===== config.mk =====
export PLATFORM = sky130hd
export DESIGN_NAME = next_pc_unit
export DESIGN_NICKNAME = d
export VERILOG_FILES = /design/src/rtl/next_pc_unit.sv
export SDC_FILE = /design/constraint.sdc
export NUM_CORES = 1
export LEC_CHECK = 0
export CAP_MARGIN = 15
export CORE_MARGIN = 8
export CORE_UTILIZATION = 40
export DETAILED_ROUTE_END_ITERATION = 8
export PLACE_DENSITY = 0.78
export SLEW_MARGIN = 20
export SYNTH_ARGS = -nofsm -noshare
export SYNTH_HDL_FRONTEND = slang
export SYNTH_SLANG_ARGS = --single-unit

===== constraint.sdc =====
create_clock -name CLK -period 7.91 [get_ports CLK]
set_input_delay 1.582 -clock CLK [delete_from_list [all_inputs] [get_ports CLK]]
set_output_delay 1.582 -clock CLK [all_outputs]
set_load 0.02 [all_outputs]

===== src/rtl/next_pc_unit.sv =====
// Program counter with stall, next-PC select (Ret > Jr > Jump > Bzero > PC4)
// and a circular return-address stack for call/return.
module next_pc_unit #(
  parameter int unsigned       WIDTH     = 32,
  parameter logic [WIDTH-1:0]  RESET_PC  = '0,
  parameter int unsigned       RAS_DEPTH = 4
) (
  input  logic             CLK,
  input  logic             reset,
  input  logic             en,
  input  logic [31:0]      Instr,
  input  logic [WIDTH-1:0] imm,
  input  logic             Bzero,
  input  logic             Jump,
  input  logic             Call,
  input  logic             Ret,
  input  logic             Jr,
  input  logic [WIDTH-1:0] rs_val,
  output logic [WIDTH-1:0] PC,
  output logic [WIDTH-1:0] PC4,
  output logic [WIDTH-1:0] jumpPC,
  output logic [WIDTH-1:0] Bimm,
  output logic             ras_empty,
  output logic             ras_full,
  output logic             ras_ovf,
  output logic             ras_unf
);

  localparam int unsigned PW = (RAS_DEPTH > 1) ? $clog2(RAS_DEPTH) : 1;
  localparam int unsigned CW = $clog2(RAS_DEPTH + 1);
  // At WIDTH=28 the shift wraps to 0, so the mask becomes all ones.
  localparam logic [WIDTH-1:0] LOW_MASK = (WIDTH'(1) << 28) - WIDTH'(1);

  logic [WIDTH-1:0] r_pc;
  logic [WIDTH-1:0] r_stack [RAS_DEPTH];
  logic [PW-1:0]    r_ptr;
  logic [CW-1:0]    r_cnt;
  logic             r_ovf;
  logic             r_unf;

  logic [WIDTH-1:0] w_pc4;
  logic [WIDTH-1:0] w_jump;
  logic [WIDTH-1:0] w_bimm;
  logic [WIDTH-1:0] w_rs_al;
  logic [WIDTH-1:0] w_instr_sh;
  logic [WIDTH-1:0] w_top;
  logic [WIDTH-1:0] w_next;
  logic [PW-1:0]    w_ptr_inc;
  logic [PW-1:0]    w_ptr_dec;
  logic             w_empty;
  logic             w_full;
  logic             w_call;
  logic             w_wr_en;
  logic [PW-1:0]    w_wr_idx;

  assign w_pc4      = r_pc + WIDTH'(4);
  assign w_instr_sh = WIDTH'({Instr, 2'b00});
  assign w_jump     = (r_pc & ~LOW_MASK) | (w_instr_sh & LOW_MASK);
  assign w_bimm     = imm << 2;
  assign w_rs_al    = rs_val & ~WIDTH'(3);

  assign w_ptr_inc = (r_ptr == PW'(RAS_DEPTH - 1)) ? '0 : r_ptr + PW'(1);
  assign w_ptr_dec = (r_ptr == '0) ? PW'(RAS_DEPTH - 1) : r_ptr - PW'(1);
  assign w_top     = r_stack[w_ptr_dec];
  assign w_empty   = (r_cnt == '0);
  assign w_full    = (r_cnt == CW'(RAS_DEPTH));
  assign w_call    = Jump & Call;

  always_comb begin
    w_next = w_pc4;
    if (Ret)        w_next = w_empty ? w_rs_al : w_top;
    else if (Jr)    w_next = w_rs_al;
    else if (Jump)  w_next = w_jump;
    else if (Bzero) w_next = w_pc4 + w_bimm;
  end

  // A swap on a non-empty stack rewrites the top slot; every other push writes at ptr.
  always_comb begin
    w_wr_en  = en & w_call;
    w_wr_idx = (Ret && !w_empty) ? w_ptr_dec : r_ptr;
  end

  always_ff @(posedge CLK) begin
    if (w_wr_en) r_stack[w_wr_idx] <= w_pc4;
  end

  always_ff @(posedge CLK or negedge reset) begin
    if (!reset) begin
      r_pc  <= RESET_PC;
      r_ptr <= '0;
      r_cnt <= '0;
      r_ovf <= 1'b0;
      r_unf <= 1'b0;
    end else if (en) begin
      r_pc <= w_next;
      if (Ret) begin
        if (w_empty) begin
          r_unf <= 1'b1;
          if (w_call) begin
            r_ptr <= w_ptr_inc;
            r_cnt <= CW'(1);
          end
        end else if (!w_call) begin
          r_ptr <= w_ptr_dec;
          r_cnt <= r_cnt - CW'(1);
        end
      end else if (w_call) begin
        r_ptr <= w_ptr_inc;
        if (w_full) r_ovf <= 1'b1;
        else        r_cnt <= r_cnt + CW'(1);
      end
    end
  end

  assign PC        = r_pc;
  assign PC4       = w_pc4;
  assign jumpPC    = w_jump;
  assign Bimm      = w_bimm;
  assign ras_empty = w_empty;
  assign ras_full  = w_full;
  assign ras_ovf   = r_ovf;
  assign ras_unf   = r_unf;

endmodule


==> impl_results.md <==
- Worst path required time: 6330 ps
- Post-CTS sizing: 0
- Syn Inst Count: 945
- Synth top area cells: edfxtp_1 (37%), dfrtp_1 (9.3%), mux4_2 (7.1%)
- Vias in the first global route: 8,378
- CTS tree: done
- Min Tclk post-route: 5240 ps
- Period utilization: 0.662
- Via Count: 8,588
- Worst IR Drop VDD: 0.000206 V
- Outcome: finished clean
- Grt ovf: 0
- Reg2Reg Launch Point: PC[2]
- DRC: 0
- First-pass GRT wire length: 50,600 um
- Post-CTS Hold Buffers: 0
- PD cells: 347 nW/um2
- Sequential area share after synthesis: 0.459
- DIE HEIGHT: 178 um
- Postcts setup bufs: 0
- Routed wire length per instance: 23.7 um
- Antenna viol nets, final: 0
- Syn_area_per_cell: 11.1 um2
- Hold Crit Class: reg2reg
- Detail-routed via count per cell: 5.98
- # setup viols final: 0
- Synth cell count leaders: edfxtp_1 (128), buf_4 (67), nand2_1 (67)
- Pleak: 4.67 nW
- Starting Density: 0.406
- Clock transition at path regs: 70 ps
- Final HPWL from detailed placement: 24,200 um
- Rows: 59
- CTS H-Tree Depth: 4
- Drt total wl: 34,100 um
- Global Route Usage Sum: 0.211
- Setup ws final: 2670 ps
- CORE AREA: 25,900 um2
- Clock skew: 11.1 ps
- Fill count: 2,253
- Skew-Pair Late Insertion Delay: 440 ps
- Cell taking the most area after synthesis: edfxtp_1
- Setup TNS Final: 0 ps
- Share of layout cells above drive strength 1: 0.104
- First-pass DRT Iterations: 5
- Number of synthesized flops with an enable pin: 128
- Die area: 31,700 um2
- Clock sink count: 167
- Maximum clock insertion buffer count: 2
- Async SR Flop Fraction: 0.234
- Cts bufs inserted: 17
- Io pins: 236
- Gpl congestion: 0.942
- PortBufs: 221
- Crit Path Class: reg2out
- Final net count: 1,237
- Most frequent cell after synthesis: edfxtp_1
- Top FF cell, synth: edfxtp_1
- Critical Path Fanout Max: 7
- Maxcap violations: 0
- RSZ-0062 raised after global routing: no
- Distinct cell type count after synthesis: 71
- Antenna Cells: 0
- Peak Freq: 191 MHz
- CTS Root Cell: clkbuf_16
- Die Wd: 178 um
- Seq cells post-synth: 167
- Share of the synthesized area in the top cell type: 0.366
- Layout area overhead: 24.9%
- DRT iter0 DRCs: 976
- Synthesized area: 10,500 um2
- Worst slew margin: 0.309
- CP startpoint: PC[2]
- Min-delay src: ras_unf
- Largest net degree at the start of global routing: 65
- CP endpoint kind: output port
- Synth warn: 0
- PnR Total Power: 4.55 mW
- WP data arrival: 3650 ps
- Final Max Slew Viols: 0
- Final Hold Viols: 0
- Slew @ Worst Pin: 1030 ps
- Crit start category: register
- Setup WS pre-CTS: 2920 ps
- Initial antenna violation count: 0
==> where the power goes <==
part           internal, mW  switching (mW)
clock                 0.432           0.351
combinational          1.07            1.37
sequential             1.16           0.165
==> final cells by class <==
class	count	area [um2]	share of cell area
repair buffers	233	2290	0.175
multi-input cells	646	4960	0.378
clock inverters	12	104	0.00791
flip-flops and latches	167	4820	0.367
well taps	335	419	0.0319
clock buffers	20	437	0.0333
inverters	24	90.1	0.00686
==> sequential cells by signal (all words and copies together), names as in the netlist <==
name	cells
r_stack	128
PC	32
ras_ovf	1
r_ptr	2
ras_unf	1
r_cnt	3
==> critical path, stage by stage (launching register included) <==
cell	delay [ps]
dfrtp_1	510
nand2_1	240
nor4_4	490
nand2_1	190
nor3_2	310
and3_1	230
xor2_1	510
clkdlybuf4s50_1	740
==> path summary, 6_finish.rpt <==
| check | to | slack [ps] | depth (start not counted) |
|---|---|---|---|
| setup / recovery | PC4[29] | 2670 | 7 |
| hold / removal | ras_unf | 470 | 1 |
| setup reg to reg | PC[31] | 2920 | 14 |
| hold reg to reg | ras_unf | 470 | 1 |
| max in group asynchronous | PC[27] | 6350 | 1 |
| min in group asynchronous | PC[1] | 1160 | 1 |
==> placed cells by master (no fill, tap or decap), types with 9 or more instances in the layout <==
cell type        instances
mux4_2                  33
a211oi_1                12
ha_1                    42
nand3_1                 29
a21o_1                  18
buf_4                   13
o21ai_0                 63
nor3_1                  14
clkbuf_16               17
clkdlybuf4s50_1        219
edfxtp_1               128
nand2_1                 67
nand4_1                 18
o22ai_1                  9
xor2_1                  19
inv_1                   22
a31oi_1                  9
a21oi_1                 54
o211ai_1                18
nor2_1                  52
dfrtp_1                 39
mux2_2                  17
xnor2_1                 26
mux2i_1                 29
==> metrics by stage <==
stage	util	area (um2)	hold WS, ps	cells
floorplan	-	10500	524	948
detailed placement	0.486	12600	462	1405
global placement	0.485	12600	452	1405
CTS	0.506	13100	478	1437
finish	0.507	13100	469	1437
global route	0.507	13100	509	1437
==> cells by family (layout without fill, tap and decap cells) <==
logic type,count (synthesis),count (layout),share of synthesized area
XOR/XNOR,45,45,0.0375
multiplexers,79,79,0.117
other,1,4,0.000357
buffers and inverters,135,289,0.0726
adder cells (fa/ha/maj),44,44,0.0531
AND/OR/NAND/NOR,234,234,0.114
AO/OA/AOI/OAI,240,240,0.148
flip-flops,167,167,0.459
==> metal layers <==
layer  global-route usage  vias to the layer above  wire length [um]
li1                     -                     3843                 -
met1                0.275                     4194             13500
met2                0.337                      491             16100
met3               0.0531                       60              3640
met4               0.0736                        0               917
met5                    0                        -                 0
No activity file was read; power rests on OpenSTA's default activity.
==> RTL change 1: new RTL, config.mk and constraints unchanged <==
Change the parameter `WIDTH` from 32 to 64.
--- a/src/rtl/next_pc_unit.sv
+++ b/src/rtl/next_pc_unit.sv
@@ -3,3 +3,3 @@
 module next_pc_unit #(
-  parameter int unsigned       WIDTH     = 32,
+  parameter int unsigned       WIDTH     = 64,
   parameter logic [WIDTH-1:0]  RESET_PC  = '0,
Ports: changed (6 resized); port bits go from 236 to 428. No check against the original RTL was run, so the function may have changed too.
==> RTL change 1 against the original RTL <==
- combinational power up 110%
- wire length rose by 110%
- final area grew 95%
- area after synthesis rose by 94%
- largest power group unchanged
- setup slack lost 1.1 ns
- critical path type unchanged
- sequential cell count rose by 160
- sequential share of layout area up 0.33 points
- total power increased by 110%
==> RTL change 1: results (changes against the original RTL) <==
gr-usage-all-layers_pct: 24.0  # +2.9 points
reg2reg_slack_ns: 1.95  # -0.97 ns
muxShareOfSynthArea_pct: 11.3  # -0.37 points
grt_pass1_wl_mm: 109  # +110%
crit_fanout: 8  # +1
critPathSlowestCell: "nor4_4"
cts_inserted_buffers: 39  # +22
clk_latency_ns: 0.56  # +0.12 ns
cts-htree-levels: 2  # -2
crit_arrival_ns: 4.77  # +1.12 ns
synthAdderAreaFrac_pct: 5.20  # -0.11 points
finalHoldViolations: 0  # unchanged
status: "complete, no violations"
r2r-end: "PC[51]"
synth-edff-count: 256  # +100%
async_reset_ff_share_pct: 21.7  # -1.6 points
cts_buffer_depth: 3  # +1
dp_hpwl_mm: 51.2  # +110%
synth-compound-area-share_pct: 14.9  # +0.13 points
cpPeakStageDelay_ns: 0.81  # +0.07 ns
ys_seq_area_share_pct: 46.5  # +0.64 points
largest_register_ffs: 256  # +100%
ys_types: 86  # +21%
vias_per_cell: 5.97  # -0.12%
fin_nets: 2333  # +89%
yosys.area_share.xor_xnor_pct: 4.86  # +1.1 points
io_buffers: 413  # +87%
antenna_found_initial: 3  # +3
drive_above_1_share_pct: 10.4  # -0.052 points
pre_cts_slack_ns: 2.09  # -0.835 ns
grt_max_degree: 65  # unchanged
worst_pin_slew_ns: 1.08  # +0.0447 ns
cp_top_family: "simple AND/OR/NAND/NOR gates"
nFillCells: 4313  # +91%
gp_congestion: 0.913  # -3.0%
min_to: "ras_ovf"
synth.area.top_cells: "edfxtp_1 38%, dfrtp_1 8.7%, mux4_2 7.1%, ha_1 5.1%, buf_4 4.9%"
reg2reg_depth: 17  # +3
wirelength_mm: 73.2  # +110%
drt_iter0_drc: 1543  # +58%
min_from: "ras_ovf"
ir_worst_vdd_mv: 0.186  # -9.3%
==> RTL change 1: cell count changes in the layout (fill, tap and decap cells not counted), sizes merged, moves of 29 or more <==
cell	before	now
nand2	68	147
nor2	57	118
clkbuf	20	49
dfrtp	39	71
xnor2	26	75
clkdlybuf4s50	219	407
ha	43	83
edfxtp	128	256
a21oi	54	138
mux4	33	64
==> RTL change 1: power by group through the flow <==
stage | Combinational [mW] | Clock [mW] | Sequential (mW)
global route | 5.42 | 1.87 | 2.62
detailed placement | 5.02 | 0 | 2.61
finish | 5.05 | 1.79 | 2.59
floorplan | 3.22 | 0 | 2.69
CTS | 5.05 | 1.81 | 2.58
global placement | 4.93 | 0 | 2.59
==> RTL change 1: area by class of cell <==
type	instances	area, µm²	share of cell area [%]
multi-input cells	1241	9540	37.4
flip-flops and latches	327	9460	37.1
repair buffers	442	4330	16.9
clock buffers	49	1030	4.05
well taps	672	841	3.29
clock inverters	20	215	0.843
inverters	30	113	0.441
diodes	2	5.00	0.0196
==> RTL change 1: stage by stage <==
step                instances  hold slack [ns]  area (µm²)
floorplan                1814            0.524       20400
global placement         2712            0.461       24300
detailed placement       2712            0.469       24300
CTS                      2781            0.485       25500
global route             2783            0.510       25500
finish                   2783            0.483       25500
==> RTL change 1: cells by family after synthesis <==
group                    count (synthesis)
multiplexers                           146
buffers and inverters                  246
AND/OR/NAND/NOR                        430
other                                    1
flip-flops                             327
adder cells (fa/ha/maj)                 84
XOR/XNOR                               112
AO/OA/AOI/OAI                          465
==> RTL change 1: worst max path at each step <==
stage	startpoint	end	slack, ns	depth (start not counted)
4_1_cts	PC[2]	PC4[56]	1.66	10
6_report	PC[2]	PC4[56]	1.56	10
3_3_place_gp	PC[2]	PC[51]	2.25	17
5_1_grt	PC[2]	PC4[56]	1.36	10
2_1_floorplan	Jump	r_stack[1][0]	1.92	4
3_5_place_dp	PC[2]	PC[51]	2.09	17
==> RTL change 1: metal layers <==
metal	track usage (%)	wire length, µm	up-vias
met3	5.38	6280	171
met2	39.8	35100	837
li1	-	-	7327
met1	30.5	29400	8275
met5	0	12	-
met4	9.15	2450	2
==> RTL change 1: worst reg2reg max path: cells and delay by family, from the launching register on <==
family / cells / cell delay [ns]
DFF: 1 / 0.48
adders and majority gates: 2 / 0.62
xor gates and xnor gates: 2 / 0.67
buffers and inverters: 1 / 0.25
and+or+nand+nor: 8 / 2.41
AOI/OAI and AO/OA: 4 / 1.38
==> RTL change 2: new RTL, same settings <==
Made on the original files. Make the reset (`reset`) synchronous in one clocked block.
--- a/src/rtl/next_pc_unit.sv
+++ b/src/rtl/next_pc_unit.sv
@@ -86,3 +86,3 @@
 
-  always_ff @(posedge CLK or negedge reset) begin
+  always_ff @(posedge CLK) begin
     if (!reset) begin
Check against the original RTL: differs if reset is asserted again (counterexample within 4 cycles, from zero or initial values and one cycle with reset low); with reset held inactive, the same outputs for 4 cycles.
==> RTL change 2 against the original RTL <==
- wire length fell by 1.6%
- area after synthesis fell by 2.4%
- hold slack improved by 0.0076 ns
- setup slack improved by 0.12 ns
- sequential cell count did not move
- first-iteration DRC count rose by 16%
- final area fell by 1.3%
Power is not compared: it rests on default switching activity, and its combinational part moved more than twofold at a synthesized area within 25%.
==> RTL change 2: results (changes against the original RTL) <==
drt-pass1-iter-count: 6  # +1
root_buffer: "clkbuf_16"
nFillCells: 2234  # -0.84%
crit_arrival_ns: 3.53  # -0.12 ns
grt_pass1_wl_mm: 50.0  # -1.2%
gp_congestion: 0.933  # -0.86%
cts_setup_buffers: 0  # unchanged
ys_types: 72  # +1.4%
status: "complete, no violations"
dp_hpwl_mm: 24.6  # +1.4%
grt_max_degree: 53  # -18%
async_reset_ff_share_pct: 0  # -23 points
io_buffers: 221  # unchanged
die_w_um: 176  # -1.1%
fmax_mhz: 196  # +2.4%
pre_cts_slack_ns: 2.75  # -0.176 ns
synthTopCellsByCount: "128 x edfxtp_1, 75 x nand2_1, 71 x nor2_1"
reg2reg_slack_ns: 3.07  # +0.15 ns
antenna_found_initial: 2  # +2
gr-usage-all-layers_pct: 21.2  # +0.081 points
skew_ns: 0.00812  # -0.00296 ns
cts-htree-levels: 4  # unchanged
vias_per_cell: 5.88  # -1.7%
first_global_vias: 8389  # +0.13%
ys_seq_area_share_pct: 45.1  # -0.78 points
synthFlopType: "edfxtp_1"
clk_pin_slew_ns: 0.07  # about the same
drive_above_1_share_pct: 9.47  # -0.97 points
cts_buffer_depth: 2  # unchanged
fin_nets: 1244  # +0.57%
clk-power_mw: 0.848
synth.area.top_cells: "edfxtp_1 37%, dfxtp_1 7.6%, mux4_2 7.0%, ha_1 5.2%, buf_4 4.8%"
drt_iter0_drc: 1131  # +16%
hold_slack_ns: 0.477  # +0.00762 ns
wirelength_mm: 33.6  # -1.6%
worst_pin_slew_ns: 1.11  # +0.0736 ns
crit_fanout: 8  # +1
swShare_pct: 29.3
-- RTL change 2: worst max-delay path: stages, from the launching register on --
cell and delay, ns:
dfxtp_1 0.46, and4_1 0.28, and2_1 0.22, nand4_1 0.24
nor2_1 0.20, nand4_1 0.13, xnor2_1 0.79, clkdlybuf4s50_1 0.77
-- RTL change 2: metal layers --
metal	global-route usage, %	wire length (µm)
met1	27.1	13400
met2	34.3	15500
met3	4.81	3440
met4	8.62	1280
met5	0	13
-- RTL change 2: cells by family after synthesis --
family / count (synthesis) / share of synthesized area, %
compound gates: 243 / 15.6
flops: 167 / 45.1
other cells: 1 / 0.0366
xor+xnor: 48 / 4.10
simple gates: 243 / 11.3
mux: 74 / 11.3
fa+ha+maj: 44 / 5.44
buf+inv: 129 / 7.21
-- RTL change 2: final cells by class --
class                           instances  area [µm²]  area share [%]
Clock inverter                         13         171            1.32
Tap cell                              330         413            3.19
Clock buffer                           19         433            3.34
Timing Repair Buffer                  236        2320            17.9
Inverter                               18        67.6           0.522
Sequential cell                       167        4620            35.7
Antenna cell                            1        2.50          0.0193
Multi-Input combinational cell        656        4920            38.0
-- RTL change 2: stage by stage --
stage               power (mW)  cells  area [µm²]
floorplan                 1.38    952       10300
global placement          1.60   1407       12300
detailed placement        1.61   1407       12300
CTS                       2.45   1439       12900
global route              2.53   1440       13000
finish                    2.45   1440       13000
-- RTL change 2: path summary, 6_finish.rpt --
check | startpoint | end | cells past startpoint
setup / recovery | PC[4] | PC4[23] | 7
hold / removal | ras_ovf | ras_ovf | 1
setup reg to reg | PC[2] | PC[29] | 16
hold reg to reg | ras_ovf | ras_ovf | 1
